**src/rtl/ipc_queue.sv**
```systemverilog
// IPC command/reply engine with a keycode FIFO behind it: decodes 4-bit host
// commands bit-serially and shifts status or queued keystrokes back to the host.
module ipc_queue #(
  parameter int KEY_DEPTH  = 8,
  parameter int MAX_REPORT = 7
) (
  input  logic       clk_bus,
  input  logic       reset,
  input  logic       ipc_bit_strobe,
  input  logic       ipc_bit,
  output logic       ipc_reply_bit,
  output logic       ipc_busy,
  input  logic       key_valid,
  input  logic [8:0] key_code,
  input  logic       key_pressed,
  output logic       key_full,
  output logic [3:0] unexpected_cmd
);

  localparam int PTR_W   = $clog2(KEY_DEPTH);
  localparam int CNT_W   = $clog2(KEY_DEPTH + 1);
  localparam int REPLY_W = 4 + 12 * MAX_REPORT;
  localparam int LEN_W   = $clog2(REPLY_W + 1);

  localparam logic [3:0] CMD_STATUS = 4'h1;
  localparam logic [3:0] CMD_KEYS   = 4'h8;
  localparam logic [3:0] CMD_FLUSH  = 4'hD;

  // Only three history bits matter: the fourth command bit arrives live on
  // the decoding strobe.
  logic [2:0]         cmdHist_q, cmdHist_d;
  logic [1:0]         bitCnt_q, bitCnt_d;
  logic [REPLY_W-1:0] replySr_q, replySr_d;
  logic [LEN_W-1:0]   replyLen_q, replyLen_d;
  logic               replyBit_q, replyBit_d;
  logic [PTR_W-1:0]   rdPtr_q, rdPtr_d;
  logic [PTR_W-1:0]   wrPtr_q, wrPtr_d;
  logic [CNT_W-1:0]   count_q, count_d;
  logic               overflow_q, overflow_d;
  logic [3:0]         unexpected_q, unexpected_d;
  logic [8:0]         fifoMem_q [KEY_DEPTH];

  logic [3:0]         nibble;
  logic               decodeEn;
  logic               fifoFull;
  logic               doFlush;
  logic               doPop;
  logic               pushOk;
  logic               pushDrop;
  logic [2:0]         popN;
  logic [2:0]         popAmt;
  logic [7:0]         statusByte;
  logic [REPLY_W-1:0] keyPayload;
  logic [PTR_W-1:0]   rdIdx;

  assign fifoFull       = (count_q == CNT_W'(KEY_DEPTH));
  assign key_full       = fifoFull;
  assign ipc_busy       = (replyLen_q != '0);
  assign ipc_reply_bit  = replyBit_q;
  assign unexpected_cmd = unexpected_q;

  assign nibble   = {cmdHist_q, ipc_bit};
  assign decodeEn = ipc_bit_strobe && (replyLen_q == '0) && (bitCnt_q == 2'd3);
  assign doFlush  = decodeEn && (nibble == CMD_FLUSH);
  assign doPop    = decodeEn && (nibble == CMD_KEYS);
  assign pushOk   = key_valid && !fifoFull && !doFlush;
  assign pushDrop = key_valid && fifoFull && !doFlush;
  assign popN     = (int'(count_q) > MAX_REPORT) ? 3'(MAX_REPORT) : 3'(count_q);
  assign popAmt   = doPop ? popN : 3'd0;

  assign statusByte = {5'b00000, overflow_q, fifoFull, (count_q != '0)};

  // Keyboard reply image, left-aligned so the shifter always emits from the MSB.
  always_comb begin
    keyPayload = '0;
    rdIdx      = rdPtr_q;
    keyPayload[REPLY_W-1 -: 4] = {key_pressed, popN};
    for (int i = 0; i < MAX_REPORT; i++) begin
      rdIdx = rdPtr_q + PTR_W'(i);
      if (i < int'(popN)) begin
        keyPayload[REPLY_W-5-12*i -: 12] =
          {1'b0, fifoMem_q[rdIdx][8:6], 2'b00, fifoMem_q[rdIdx][5:0]};
      end
    end
  end

  always_comb begin
    cmdHist_d    = cmdHist_q;
    bitCnt_d     = bitCnt_q;
    replySr_d    = replySr_q;
    replyLen_d   = replyLen_q;
    replyBit_d   = replyBit_q;
    unexpected_d = unexpected_q;
    overflow_d   = overflow_q;

    if (ipc_bit_strobe) begin
      if (replyLen_q != '0) begin
        replyBit_d = replySr_q[REPLY_W-1];
        replySr_d  = replySr_q << 1;
        replyLen_d = replyLen_q - LEN_W'(1);
      end else begin
        cmdHist_d = nibble[2:0];
        bitCnt_d  = bitCnt_q + 2'd1;
        if (bitCnt_q == 2'd3) begin
          case (nibble)
            CMD_STATUS: begin
              replySr_d  = {statusByte, (REPLY_W-8)'(0)};
              replyLen_d = LEN_W'(8);
              replyBit_d = 1'b0;
              overflow_d = 1'b0;
            end
            CMD_KEYS: begin
              replySr_d  = keyPayload;
              replyLen_d = LEN_W'(4 + 12 * int'(popN));
              replyBit_d = 1'b0;
            end
            CMD_FLUSH: begin
              overflow_d = 1'b0;
            end
            default: begin
              if (unexpected_q == 4'h0) begin
                unexpected_d = nibble;
              end
            end
          endcase
        end
      end
    end

    // A drop in the same cycle as a status read is a fresh event, so it wins.
    if (pushDrop) begin
      overflow_d = 1'b1;
    end
  end

  always_comb begin
    rdPtr_d = rdPtr_q + PTR_W'(popAmt);
    wrPtr_d = wrPtr_q + PTR_W'(pushOk);
    count_d = count_q - CNT_W'(popAmt) + CNT_W'(pushOk);
    if (doFlush) begin
      rdPtr_d = '0;
      wrPtr_d = '0;
      count_d = '0;
    end
  end

  always_ff @(posedge clk_bus) begin
    if (reset) begin
      cmdHist_q    <= '0;
      bitCnt_q     <= '0;
      replySr_q    <= '0;
      replyLen_q   <= '0;
      replyBit_q   <= 1'b0;
      rdPtr_q      <= '0;
      wrPtr_q      <= '0;
      count_q      <= '0;
      overflow_q   <= 1'b0;
      unexpected_q <= 4'h0;
    end else begin
      cmdHist_q    <= cmdHist_d;
      bitCnt_q     <= bitCnt_d;
      replySr_q    <= replySr_d;
      replyLen_q   <= replyLen_d;
      replyBit_q   <= replyBit_d;
      rdPtr_q      <= rdPtr_d;
      wrPtr_q      <= wrPtr_d;
      count_q      <= count_d;
      overflow_q   <= overflow_d;
      unexpected_q <= unexpected_d;
    end
  end

  // Storage needs no reset: entries are only read below the valid count.
  always_ff @(posedge clk_bus) begin
    if (pushOk && !reset) begin
      fifoMem_q[wrPtr_q] <= key_code;
    end
  end

endmodule

```
**config.mk**
```make
export PLATFORM = sky130hd
export DESIGN_NAME = ipc_queue
export DESIGN_NICKNAME = d
export VERILOG_FILES = /design/src/rtl/ipc_queue.sv
export SDC_FILE = /design/constraint.sdc
export NUM_CORES = 1
export LEC_CHECK = 0
export ABC_AREA = 1
export CAP_MARGIN = 20
export CORE_ASPECT_RATIO = 1.2
export CORE_UTILIZATION = 45
export DETAILED_ROUTE_END_ITERATION = 8
export SLEW_MARGIN = 40
export SYNTH_ARGS = -nofsm -noshare
export SYNTH_HDL_FRONTEND = slang
export SYNTH_SLANG_ARGS = --single-unit
```
**constraint.sdc**
```tcl
create_clock -name clk_bus -period 3 [get_ports clk_bus]
set_input_delay 0.45 -clock clk_bus [delete_from_list [all_inputs] [get_ports clk_bus]]
set_output_delay 0.45 -clock clk_bus [all_outputs]
set_load 0.005 [all_outputs]
```
# Word level (Yosys, flattened, before mapping)
# Memory sizes are Yosys's and may differ from the RTL's. A register that Yosys moved wholly into a read port is not among the register bits.
# Cells that the tools add are included.
# Widths: inputs -> output; s select.
op_classes:
  n_lt_le_gt_ge: 8
  n_bitwise: 2
  n_reduce_logical: 31
  mux: 26
  mul: 1
  eq_ne: 6
  add_sub_neg: 13
op_table:
  columns: ["operator", "count"]
  rows:
  - ["$mux 88", 2]
  - ["$pmux 88 s2", 1]
  - ["$mux 11", 7]
  - ["$mux 7", 2]
  - ["$pmux 7 s2", 1]
  - ["$eq 4x4->1 const B", 3]
  - ["$mux 1", 10]
  - ["$reduce_bool 2->1", 5]
  - ["$add 3x3->3 const B", 3]
  - ["$logic_and 1x1->1", 9]
  - ["$lt 3x3->1 const A", 3]
  - ["$mux 3", 3]
  - ["$add 3x7->7 const A", 1]
  - ["$logic_not 7->1", 1]
  - ["$reduce_bool 7->1", 1]
  - ["$sub 7x1->7 const B", 1]
  - ["$add 3x2->3 const B", 2]
  - ["$lt 1x3->1 const A", 2]
  - ["$lt 2x3->1 const A", 2]
  - ["$reduce_and 3->1", 2]
  - ["$reduce_or 2->1", 3]
  - ["$mul 2x3->5 const A", 1]
  - ["$reduce_and 5->1", 1]
  - ["$add 4x1->4", 1]
  - ["17 further kinds", 20]
word_totals:
  mem_bits_rw: 72
  n_memories: 1
  wordCells: 98
  register_bits: 116
memory_table:
  columns: ["name", "words", "width", "rd", "rd_clocked_by_memory_dff", "write_ports", "line_no", "text"]
  rows:
  - ["fifoMem_q", 8, 9, 7, 1, 1, "41", "logic [8:0] fifoMem_q [KEY_DEPTH];"]

# Logic depth before layout (Yosys ltp)
# Gate-level depths: netlist of run 1.
logic_depth:
  depth_word: 9
  mapped_depth: 17
  ltp_nobuf: 17

# Least setup slack after synthesis of run 1
# Ideal clock, no wire load.
synth_timing:
  path_type: "reg2reg"
  startpoint: "register replyLen_q[0]"
  endpoint: "register count_q[2]"
  n_path_buf: 1
  t_required_ns: 2.884
  setup_ns: 0.116
  setup_slack_ns: 0.508
  path_stages_with_launch: 13
  synth_period_minus_slack_ns: 2.492
  arrival_ns: 2.377
  path_cell_list: "dfxtp_1 -> inv_1 -> ha_1 -> inv_1 -> nor2_2 -> nand3_4 -> nor2_2 -> buf_2 -> nand3_1 -> ha_1 -> fa_1 -> xnor2_1 -> nor2_1"
synth_between:
  elab_chain_len: 7
synth_lines:
  columns: ["item", "line_no", "text"]
  rows:
  - ["from (decl)", "34", "logic [LEN_W-1:0] replyLen_q, replyLen_d;"]
  - ["from (signal assigned)", "163", "replyLen_q <= replyLen_d;"]
  - ["$logic_not 7->1 (*)", "63", "assign decodeEn = ipc_bit_strobe && (replyLen_q == '0) && (bitCnt_q == 2'd3);"]
  - ["$logic_and 1x1->1 (*) (2 in a row)", "63", null]
  - ["$logic_and 1x1->1 (on tied branches)", "65, 64", null]
  - ["$mux 3 / $logic_not 1->1 (equally long branches)", "69, 66", null]
  - ["$sub 4x3->4 / $logic_and 1x1->1 (equally long branches)", "139, 66", null]
  - ["$add 4x1->4", "139", "count_d = count_q - CNT_W'(popAmt) + CNT_W'(pushOk);"]
  - ["to (signal assigned)", "167", "count_q <= count_d;"]
  - ["to (decl)", "38", "logic [CNT_W-1:0] count_q, count_d;"]
# Every way passes the cells marked *; elsewhere a longest branch is shown, timed or not.
# A chain may end at the register's enable or synchronous reset.

# Final worst setup path of run 1
layout_timing:
  startpoint: "register replyLen_q[0]"
  endpoint: "output port ipc_busy"
layout_between:
  elab_chain_len: 1
layout_lines:
  columns: ["item", "line_no", "text"]
  rows:
  - ["$reduce_bool 7->1", "58", "assign ipc_busy = (replyLen_q != '0);"]
  - ["to (decl)", "12", "output logic ipc_busy,"]
# Every way passes these cells.

==> metrics, run 1 <==
status=finished, final reports clean; period utilisation layout=94.5%; Max stage delay on crit path=0.59 ns; WL final=26,500 µm; Seq/Total Area, Yosys=43.5%; I/O pin count=22; post-route minimum period=2.84 ns; Final ANT Viol Nets=0; via/cell ratio=5.33; Clock transition at path regs=0.08 ns; syn_area_per_cell=7.21 µm²; CP arrival=2.39 ns; synth top area cells=dfxtp_1 (23%), edfxtp_1 (21%), nand2_1 (17%), o21ai_0 (7.7%), nor2_1 (6.4%); worst min path class=reg2reg; Worst-Margin Slew=0.731 ns; # diodes=0; postcts setup bufs=0; critical path class=reg2out; Pwr per Cell Area=868 nW/µm²; Crit path top cell by count=inv_1; H-tree Lvls=4; # fillers=2,222; Die H=168 µm; Cell Area, Synth=10,300 µm²; data required time of the critical path=2.55 ns; initial DRC count=808; RSZ-0062 raised after global routing=false; IO buf count=21; hold_sp=replySr_q[80]; CTS Hold Buffers Added=0; Synth area leader=dfxtp_1; Post-CTS Resized=0; Syn-to-layout area delta=9.57%; synthesized net count=1,468; synth unique cells=37; Final HPWL DP=18,600 µm; Fin. Hold Viols=0; TNS Setup=0 ns; Routed WL per cell=15.5 µm; net count reported at finish=1,455; share of layout cells above drive strength 1=6.43%; core area=22,400 µm²; Worst setup SP type=register; commonest non-fill, non-tap cells in the layout=nand2_1 (454), nor2_1 (177), o21ai_0 (159); Worst-Skew Late Latency=0.44 ns; Worst Setup SP=replyLen_q[0]; Vias=9,107; fmax=353 MHz; Pleak=4.67 nW; area share of the largest cell type after synthesis=22.5%; Max Slew Vio Count=0; max cap viols=0; FF+latch count, synth=188; clk_skew=0.0165 ns; root buf cell=clkbuf_16; row count=60; cell area after placement=10,700 µm²; peak supply drop=0.658 mV; Initial Util=45.9%; drt drc=0; slowest CP cell=clkdlybuf4s50_1; CTS sink cnt=188; drt first pass iters=5; GPL Wtd Cong=0.855; maximum root-to-sink buffer count=2; Critical Path End Type=primary output; gr ovfl total=0; largest net degree at the start of global routing=94; GR Util All Layers=23.4%; Yosys Warn Count=0; crit path max fanout=93; synthesized instance count=1,431; first-pass GRT wire length=43,300 µm; Slew headroom=51.2%; worst reg2reg startpoint=replyLen_q[0]; final setup fails=0; total power draw=0.00980 W; cts bufs inserted=17; die width=140 µm; vias in the first global route=8,169; initial antenna violation count=0; most common cell after layout, fill and taps aside=nand2_1; worst-path cell chain=inv_1, ha_1, inv_1, nor2_2, nand3_4, buf_12, clkdlybuf4s50_1; fin area=11,300 µm²; TritonCTS clock tree=done; DIE AREA=23,500 µm²
sequential cells by signal, summed over array words and instances, names as in the netlist:
name,count
bitCnt_q,2
cmdHist_q,3
count_q,4
fifoMem_q,72
ipc_reply_bit,1
overflow_q,1
rdPtr_q,3
replyLen_q,7
replySr_q,88
unexpected_cmd,4
wrPtr_q,3
cell families (layout without fill, tap and decap cells):
family,count (synthesis),in the layout,share of synthesized area [%]
adder cells (fa/ha/maj),22,22,2.89
flip-flops,188,188,43.5
XOR/XNOR,10,10,1.40
buffers and inverters,155,155,6.87
AND/OR/NAND/NOR,755,755,30.4
AO/OA/AOI/OAI,301,301,15.0
synthesized netlist by cell type (all sizes together):
cell type    n
clkinv       3
nand4       21
edfxtp      72
ha          19
clkbuf      35
nand3       83
a21oi      112
dfxtp      116
xor2         7
o21ai      175
a22oi        1
fa           3
o211ai       9
o21a         1
nor3         5
o22ai        1
buf         48
inv         69
nor2       186
a211oi       1
o31ai        1
xnor2        3
nand2      460
worst max-delay path: cells and delay by family (launching register included):
kind / cells / cell delay (ns)
DFF: 1 / 0.37
buffers and inverters: 4 / 1.10
and+or+nand+nor: 2 / 0.17
adders and majority gates: 1 / 0.21
per-layer routing:
layer  GRT usage (%)  wire length (µm)  vias up
li1                -                 -     4676
met1            33.8             13100     4179
met2            35.7             11800      220
met3            3.21              1090       32
met4            8.41               533        0
met5               0                 0        -
per-stage QoR:
| step | worst slack [ns] | hold slack [ns] | utilization (%) | instances |
|---|---|---|---|---|
| global route | 0.0108 | 0.492 | 50.3 | 1710 |
| CTS | 0.177 | 0.469 | 50.3 | 1710 |
| finish | 0.164 | 0.465 | 50.3 | 1710 |
| floorplan | 0.508 | 0.441 | - | 1431 |
| global placement | 0.298 | 0.455 | 47.7 | 1678 |
| detailed placement | 0.281 | 0.457 | 47.7 | 1678 |
power breakdown:
group          total, W  leakage, nW  internal (W)  switching [W]
Clock           0.00229        0.291       0.00120        0.00109
Sequential      0.00372         1.60       0.00334       0.000378
Combinational   0.00379         2.78       0.00129        0.00250
layout make-up:
type	instances	area, µm²	area share, %
clock buffer	18	439	3.89
clock inverter	14	150	1.33
inverter	72	270	2.39
multi-input combinational	1088	5120	45.3
sequential	188	4490	39.7
tap	279	349	3.09
timing repair buffer	51	485	4.30
path summary, 6_finish.rpt:
kind	cells past startpoint	to	slack, ns
hold / removal	2	replySr_q[80]	0.47
setup / recovery	7	ipc_busy	0.16
hold reg to reg	2	replySr_q[80]	0.47
setup reg to reg	14	count_q[3]	0.52
Power figures use the tool's default switching activity.
==> run 2: changes to the inputs <==
--- a/config.mk
+++ b/config.mk
@@ -7,7 +7,6 @@
 export LEC_CHECK = 0
 export ABC_AREA = 1
 export CAP_MARGIN = 20
-export CORE_ASPECT_RATIO = 1.2
 export CORE_UTILIZATION = 45
 export DETAILED_ROUTE_END_ITERATION = 8
 export SLEW_MARGIN = 40
==> run 2 against run 1 <==
Against the previous run: non-clock buffer count grew 4; critical path type unchanged; combinational power rose by 2%; register-to-register slack about the same; largest power group unchanged; cell area barely moved; via count is 0.90% higher; hold slack better by 0.0044 ns; first-iteration DRC count grew 12%.
==> metrics, run 2 (same netlist as run 1, synthesis figures left out) <==
drt first pass iters=6 (was 5); DIE AREA=23,500 µm² (about the same); peak supply drop=0.743 mV (was 0.658 mV); Vias=9,189 (was 9,107); post-route minimum period=2.76 ns (was 2.84 ns); r2r setup slk=0.51 ns (was 0.52 ns); CTS Hold Buffers Added=0 (unchanged); I/O pin count=22 (unchanged); largest reg by FF count=replySr_q (unchanged); combinational share of power=39.5% (was 38.7%); cts bufs inserted=17 (unchanged); initial DRC count=908 (was 808); period utilisation layout=91.9% (was 94.5%); max cap viols=0 (unchanged); Crit path top cell by count=inv_1 (unchanged); die width=153 µm (was 140 µm); CTS sink cnt=188 (unchanged); final setup fails=0 (unchanged); worst setup margin=0.243 ns (was 0.164 ns); first-pass GRT wire length=42,900 µm (was 43,300 µm); WL final=26,800 µm (was 26,500 µm); Clock transition at path regs=0.08 ns (about the same); drt drc=0 (unchanged); sw frac=40.6% (was 40.5%); postcts setup bufs=0 (unchanged); clk_skew=0.0130 ns (was 0.0165 ns); share of layout cells above drive strength 1=6.41% (was 6.43%); initial antenna violation count=0 (unchanged); switching power=0.00397 W (about the same); gr ovfl total=0 (unchanged); crit path max fanout=26 (was 93); dpl ws=0.271 ns (was 0.281 ns); via/cell ratio=5.34 (was 5.33); core area=22,600 µm² (was 22,400 µm²); worst-path cell chain=inv_1, ha_1, inv_1, nor2_2, nand3_4, buf_4, clkdlybuf4s50_1 (was inv_1, ha_1, inv_1, nor2_2, nand3_4, buf_12, clkdlybuf4s50_1); Worst-Margin Slew=0.720 ns (was 0.731 ns); data required time of the critical path=2.55 ns (about the same); slowest CP cell=clkdlybuf4s50_1 (unchanged); WHS=0.470 ns (was 0.465 ns); worst min path class=reg2reg (unchanged); power share of the clock group=22.4% (was 23.4%); # placed instances=1,688 (was 1,678); top sig layer=met4 (unchanged); Final HPWL DP=19,000 µm (was 18,600 µm); Worst setup SP type=register (unchanged); worst reg2reg startpoint=replyLen_q[0] (unchanged); Final ANT Viol Nets=0 (unchanged); Fin. Hold Viols=0 (unchanged); Pwr per Cell Area=864 nW/µm² (was 868 nW/µm²); status=finished, final reports clean (unchanged); most common cell after layout, fill and taps aside=nand2_1 (unchanged); max FFs per register=88 (unchanged); # fillers=2,241 (was 2,222); maximum root-to-sink buffer count=2 (unchanged); row count=55 (was 60); Worst Setup SP=replyLen_q[0] (unchanged); Slew headroom=52.0% (was 51.2%); Max Slew Vio Count=0 (unchanged); net count reported at finish=1,459 (was 1,455); largest registers=replySr_q (88), fifoMem_q (72), replyLen_q (7) (unchanged); Max stage delay on crit path=0.58 ns (was 0.59 ns); met2 wire length=11,500 µm (was 11,800 µm); critical path class=reg2out (unchanged); CP arrival=2.31 ns (was 2.39 ns); TritonCTS clock tree=done (unchanged); root buf cell=clkbuf_16 (unchanged); Flop pwr share=38.1% (was 37.9%); M1 WL=13,900 µm (was 13,100 µm); IO buf count=21 (unchanged); Worst Setup EP=ipc_busy (unchanged); met3 wire len=1080 µm (was 1090 µm); vias in the first global route=7,861 (was 8,169); Critical Path End Type=primary output (unchanged); RR Endpoint=replySr_q[1] (was count_q[3]); post-route non-filler standard cell count=1,720 (was 1,710); fmax=363 MHz (was 353 MHz); TNS Setup=0 ns (unchanged); Worst R2R Path Depth=12 (was 14); Routed WL per cell=15.6 µm (was 15.5 µm); Worst-Skew Late Latency=0.44 ns (about the same); Post-CTS Resized=0 (unchanged); Syn-to-layout area delta=9.53% (was 9.57%); Initial Util=45.7% (was 45.9%); largest net degree at the start of global routing=97 (was 94); Pleak=4.66 nW (was 4.67 nW); GPL Wtd Cong=0.833 (was 0.855); commonest non-fill, non-tap cells in the layout=nand2_1 (454), nor2_1 (177), o21ai_0 (159) (unchanged); Die H=153 µm (was 168 µm); GR Util All Layers=23.4% (about the same); # diodes=0 (unchanged); Internal Power=0.00579 W (was 0.00583 W); RSZ-0062 raised after global routing=false (unchanged); H-tree Lvls=4 (unchanged)
==> run 2: stage by stage <==
step	utilization, %	power [W]	instance area (µm²)
finish	50.0	0.00976	11300
global route	50.0	0.0105	11300
CTS	50.0	0.00980	11300
detailed placement	47.6	0.00760	10700
global placement	47.6	0.00756	10700
floorplan	-	0.00678	10300
==> run 2: how the worst min path moves through the flow <==
stage / cells after the start / start / to
floorplan: 2 / overflow_q / overflow_q
global placement: 2 / replySr_q[85] / replySr_q[85]
detailed placement: 2 / replySr_q[85] / replySr_q[85]
CTS: 2 / replySr_q[85] / replySr_q[85]
global route: 2 / replySr_q[85] / replySr_q[85]
finish: 2 / replySr_q[80] / replySr_q[80]
==> run 2: routing by layer <==
layer | vias up | GRT usage (%)
met5 | - | 0
met1 | 4292 | 36.0
met3 | 20 | 3.60
met4 | 0 | 5.19
li1 | 4695 | -
met2 | 182 | 34.1
==> run 2: critical path, delay by kind of cell, from the launching register on <==
family,cells,cell delay (ns)
adder cells (fa/ha/maj),1,0.21
flip-flops,1,0.38
buffers and inverters,4,1.13
AND/OR/NAND/NOR,2,0.14
==> run 2: final cells by class <==
class	instances	area (µm²)	share of cell area, %
multi-input cells	1088	5120	45.3
flip-flops and latches	188	4490	39.7
repair buffers	55	515	4.56
clock buffers	18	429	3.80
well taps	285	357	3.16
inverters	72	270	2.39
clock inverters	14	118	1.04
==> run 2: power groups by stage <==
stage | Clock, W | Combinational, W | Sequential [W]
2_1_floorplan | 0 | 0.00312 | 0.00366
3_5_place_dp | 0 | 0.00385 | 0.00375
5_1_grt | 0.00234 | 0.00437 | 0.00379
4_1_cts | 0.00223 | 0.00386 | 0.00371
6_report | 0.00219 | 0.00385 | 0.00372
3_3_place_gp | 0 | 0.00381 | 0.00375
==> run 3: changes to the inputs <==
==> constraint.sdc (replaced) <==
create_clock -name clk_bus -period 2.76 [get_ports clk_bus]
set_input_delay 0.414 -clock clk_bus [delete_from_list [all_inputs] [get_ports clk_bus]]
set_output_delay 0.414 -clock clk_bus [all_outputs]
set_load 0.005 [all_outputs]
==> run 3 against run 2 <==
Against the previous run: worst setup slack lost 0.066 ns; clock power up 26%; sequential power is 8.6% higher; die area did not move; largest power group unchanged; global-route usage rose by 0.51 points; critical path type unchanged; total power is 13% higher; final cell count grew 0.23%.
==> metrics, run 3 (same netlist as run 1, synthesis figures left out) <==
worst reg2reg startpoint=replyLen_q[0] (unchanged); IO buf count=21 (unchanged); critical path class=reg2out (unchanged); Post-CTS Resized=0 (unchanged); Routed WL per cell=15.7 µm (was 15.6 µm); # diodes=0 (unchanged); Final Util=50.8% (was 50.0%); Fin. Hold Viols=0 (unchanged); WL final=27,000 µm (was 26,800 µm); crit path max fanout=23 (was 26); drt first pass iters=5 (was 6); Initial Util=45.7% (unchanged); CP Buf/Inv Count=4 (unchanged); I/O pin count=22 (unchanged); gr ovfl total=0 (unchanged); hold_sp=overflow_q (was replySr_q[80]); TritonCTS clock tree=done (unchanged); worst setup margin=0.176 ns (was 0.243 ns); Critical Path End Type=primary output (unchanged); core area=22,600 µm² (unchanged); Worst Setup SP=replyLen_q[0] (unchanged); commonest non-fill, non-tap cells in the layout=nand2_1 (454), nor2_1 (177), o21ai_0 (159) (unchanged); max cap viols=0 (unchanged); share of layout cells above drive strength 1=6.95% (was 6.41%); final setup fails=0 (unchanged); initial DRC count=1,088 (was 908); largest reg by FF count=replySr_q (unchanged); Clock transition at path regs=0.07 ns (was 0.08 ns); vias in the first global route=8,118 (was 7,861); Final ANT Viol Nets=0 (unchanged); Vias=9,218 (was 9,189); Pwr per Cell Area=966 nW/µm² (was 864 nW/µm²); fmax=387 MHz; root buf cell=clkbuf_16 (unchanged); Final HPWL DP=19,100 µm (was 19,000 µm); Slew headroom=52.0% (about the same); maximum root-to-sink buffer count=2 (unchanged); cts bufs inserted=17 (unchanged); H-tree Lvls=4 (unchanged); CTS sink cnt=188 (unchanged); Crit path max-delay family=buffers and inverters (unchanged); GPL Wtd Cong=0.840 (was 0.833); TNS Setup=0 ns (unchanged); postcts setup bufs=0 (unchanged); Pleak=4.76 nW (was 4.66 nW); CP arrival=2.17 ns (was 2.31 ns); initial antenna violation count=0 (unchanged); Worst setup SP type=register (unchanged); most common cell after layout, fill and taps aside=nand2_1 (unchanged); first-pass GRT wire length=44,200 µm (was 42,900 µm); data required time of the critical path=2.35 ns (was 2.55 ns); slowest CP cell=clkdlybuf4s50_1 (unchanged); worst-path cell chain=inv_1, ha_1, inv_1, nor2_2, nand3_4, buf_6, clkdlybuf4s50_1 (was inv_1, ha_1, inv_1, nor2_2, nand3_4, buf_4, clkdlybuf4s50_1); clk_skew=0.0168 ns (was 0.0130 ns); post-route minimum period=2.58 ns; worst min path class=reg2reg (unchanged); peak supply drop=0.507 mV (was 0.743 mV); drt drc=0 (unchanged); Syn-to-layout area delta=11.1% (was 9.53%); dpl ws=0.0855 ns (was 0.271 ns); row count=55 (unchanged); Worst-Margin Slew=0.719 ns (was 0.720 ns); die width=153 µm (unchanged); max FFs per register=88 (unchanged); Worst-Skew Late Latency=0.44 ns (about the same); CTS Hold Buffers Added=0 (unchanged); net count reported at finish=1,463 (was 1,459); GR Util All Layers=23.9% (was 23.4%); via/cell ratio=5.35 (was 5.34); Max Slew Vio Count=0 (unchanged); status=finished, final reports clean (unchanged); period utilisation layout=93.6%; Max stage delay on crit path=0.55 ns (was 0.58 ns); Die H=153 µm (unchanged); DIE AREA=23,500 µm² (unchanged); Crit path top cell by count=inv_1 (unchanged); RSZ-0062 raised after global routing=false (unchanged); largest registers=replySr_q (88), fifoMem_q (72), replyLen_q (7) (unchanged); # fillers=2,228 (was 2,241); largest net degree at the start of global routing=96 (was 97)
run 3: cell types whose count changed in the layout (fill, tap and decap cells not counted), sizes merged:
cell / delta
buf: +4
bufinv: +4
clkinvlp: -4
inv: -2
clkbuf: +1
clkinv: +1
run 3: worst min-delay path: stages (launching register included):
cell,delay [ns]
dfxtp_1,0.31
o31ai_1,0.06
a21oi_1,0.05
run 3: stage by stage:
step	instances	area (µm²)	power (W)	hold WS, ns
4_1_cts	1724	11500	0.0111	0.470
3_3_place_gp	1692	10800	0.00829	0.452
5_1_grt	1724	11500	0.0119	0.496
6_report	1724	11500	0.0111	0.469
3_5_place_dp	1692	10800	0.00833	0.456
2_1_floorplan	1431	10300	0.00737	0.441
run 3: worst paths after layout:
check,to,slack [ns],depth (start not counted)
setup / recovery,ipc_busy,0.18,7
hold / removal,overflow_q,0.47,2
setup reg to reg,count_q[2],0.33,15
hold reg to reg,overflow_q,0.47,2
run 3: where the power goes:
| group | internal [W] | switching (W) | total (W) | leakage, nW |
|---|---|---|---|---|
| combinational | 0.00148 | 0.00279 | 0.00427 | 2.82 |
| sequential | 0.00363 | 0.000413 | 0.00404 | 1.60 |
| clock | 0.00165 | 0.00111 | 0.00276 | 0.334 |
| total | 0.00676 | 0.00431 | 0.0111 | 4.76 |
run 3: layout make-up:
cell class / count / area (µm²) / share of cell area, %
Multi-Input combinational cell: 1088 / 5120 / 44.7
Sequential cell: 188 / 4490 / 39.2
Clock inverter: 13 / 200 / 1.75
Timing Repair Buffer: 59 / 562 / 4.90
Inverter: 72 / 270 / 2.36
Tap cell: 285 / 357 / 3.11
Clock buffer: 19 / 464 / 4.05
run 3: layer usage:
| metal | wire, µm | share of wire (%) | vias to the layer above | track usage [%] |
|---|---|---|---|---|
| li1 | - | - | 4703 | - |
| met1 | 13800 | 51 | 4241 | 36.7 |
| met2 | 11500 | 43 | 254 | 34.9 |
| met3 | 1420 | 5.2 | 20 | 3.88 |
| met4 | 217 | 0.80 | 0 | 4.95 |
| met5 | 0 | 0 | - | 0 |
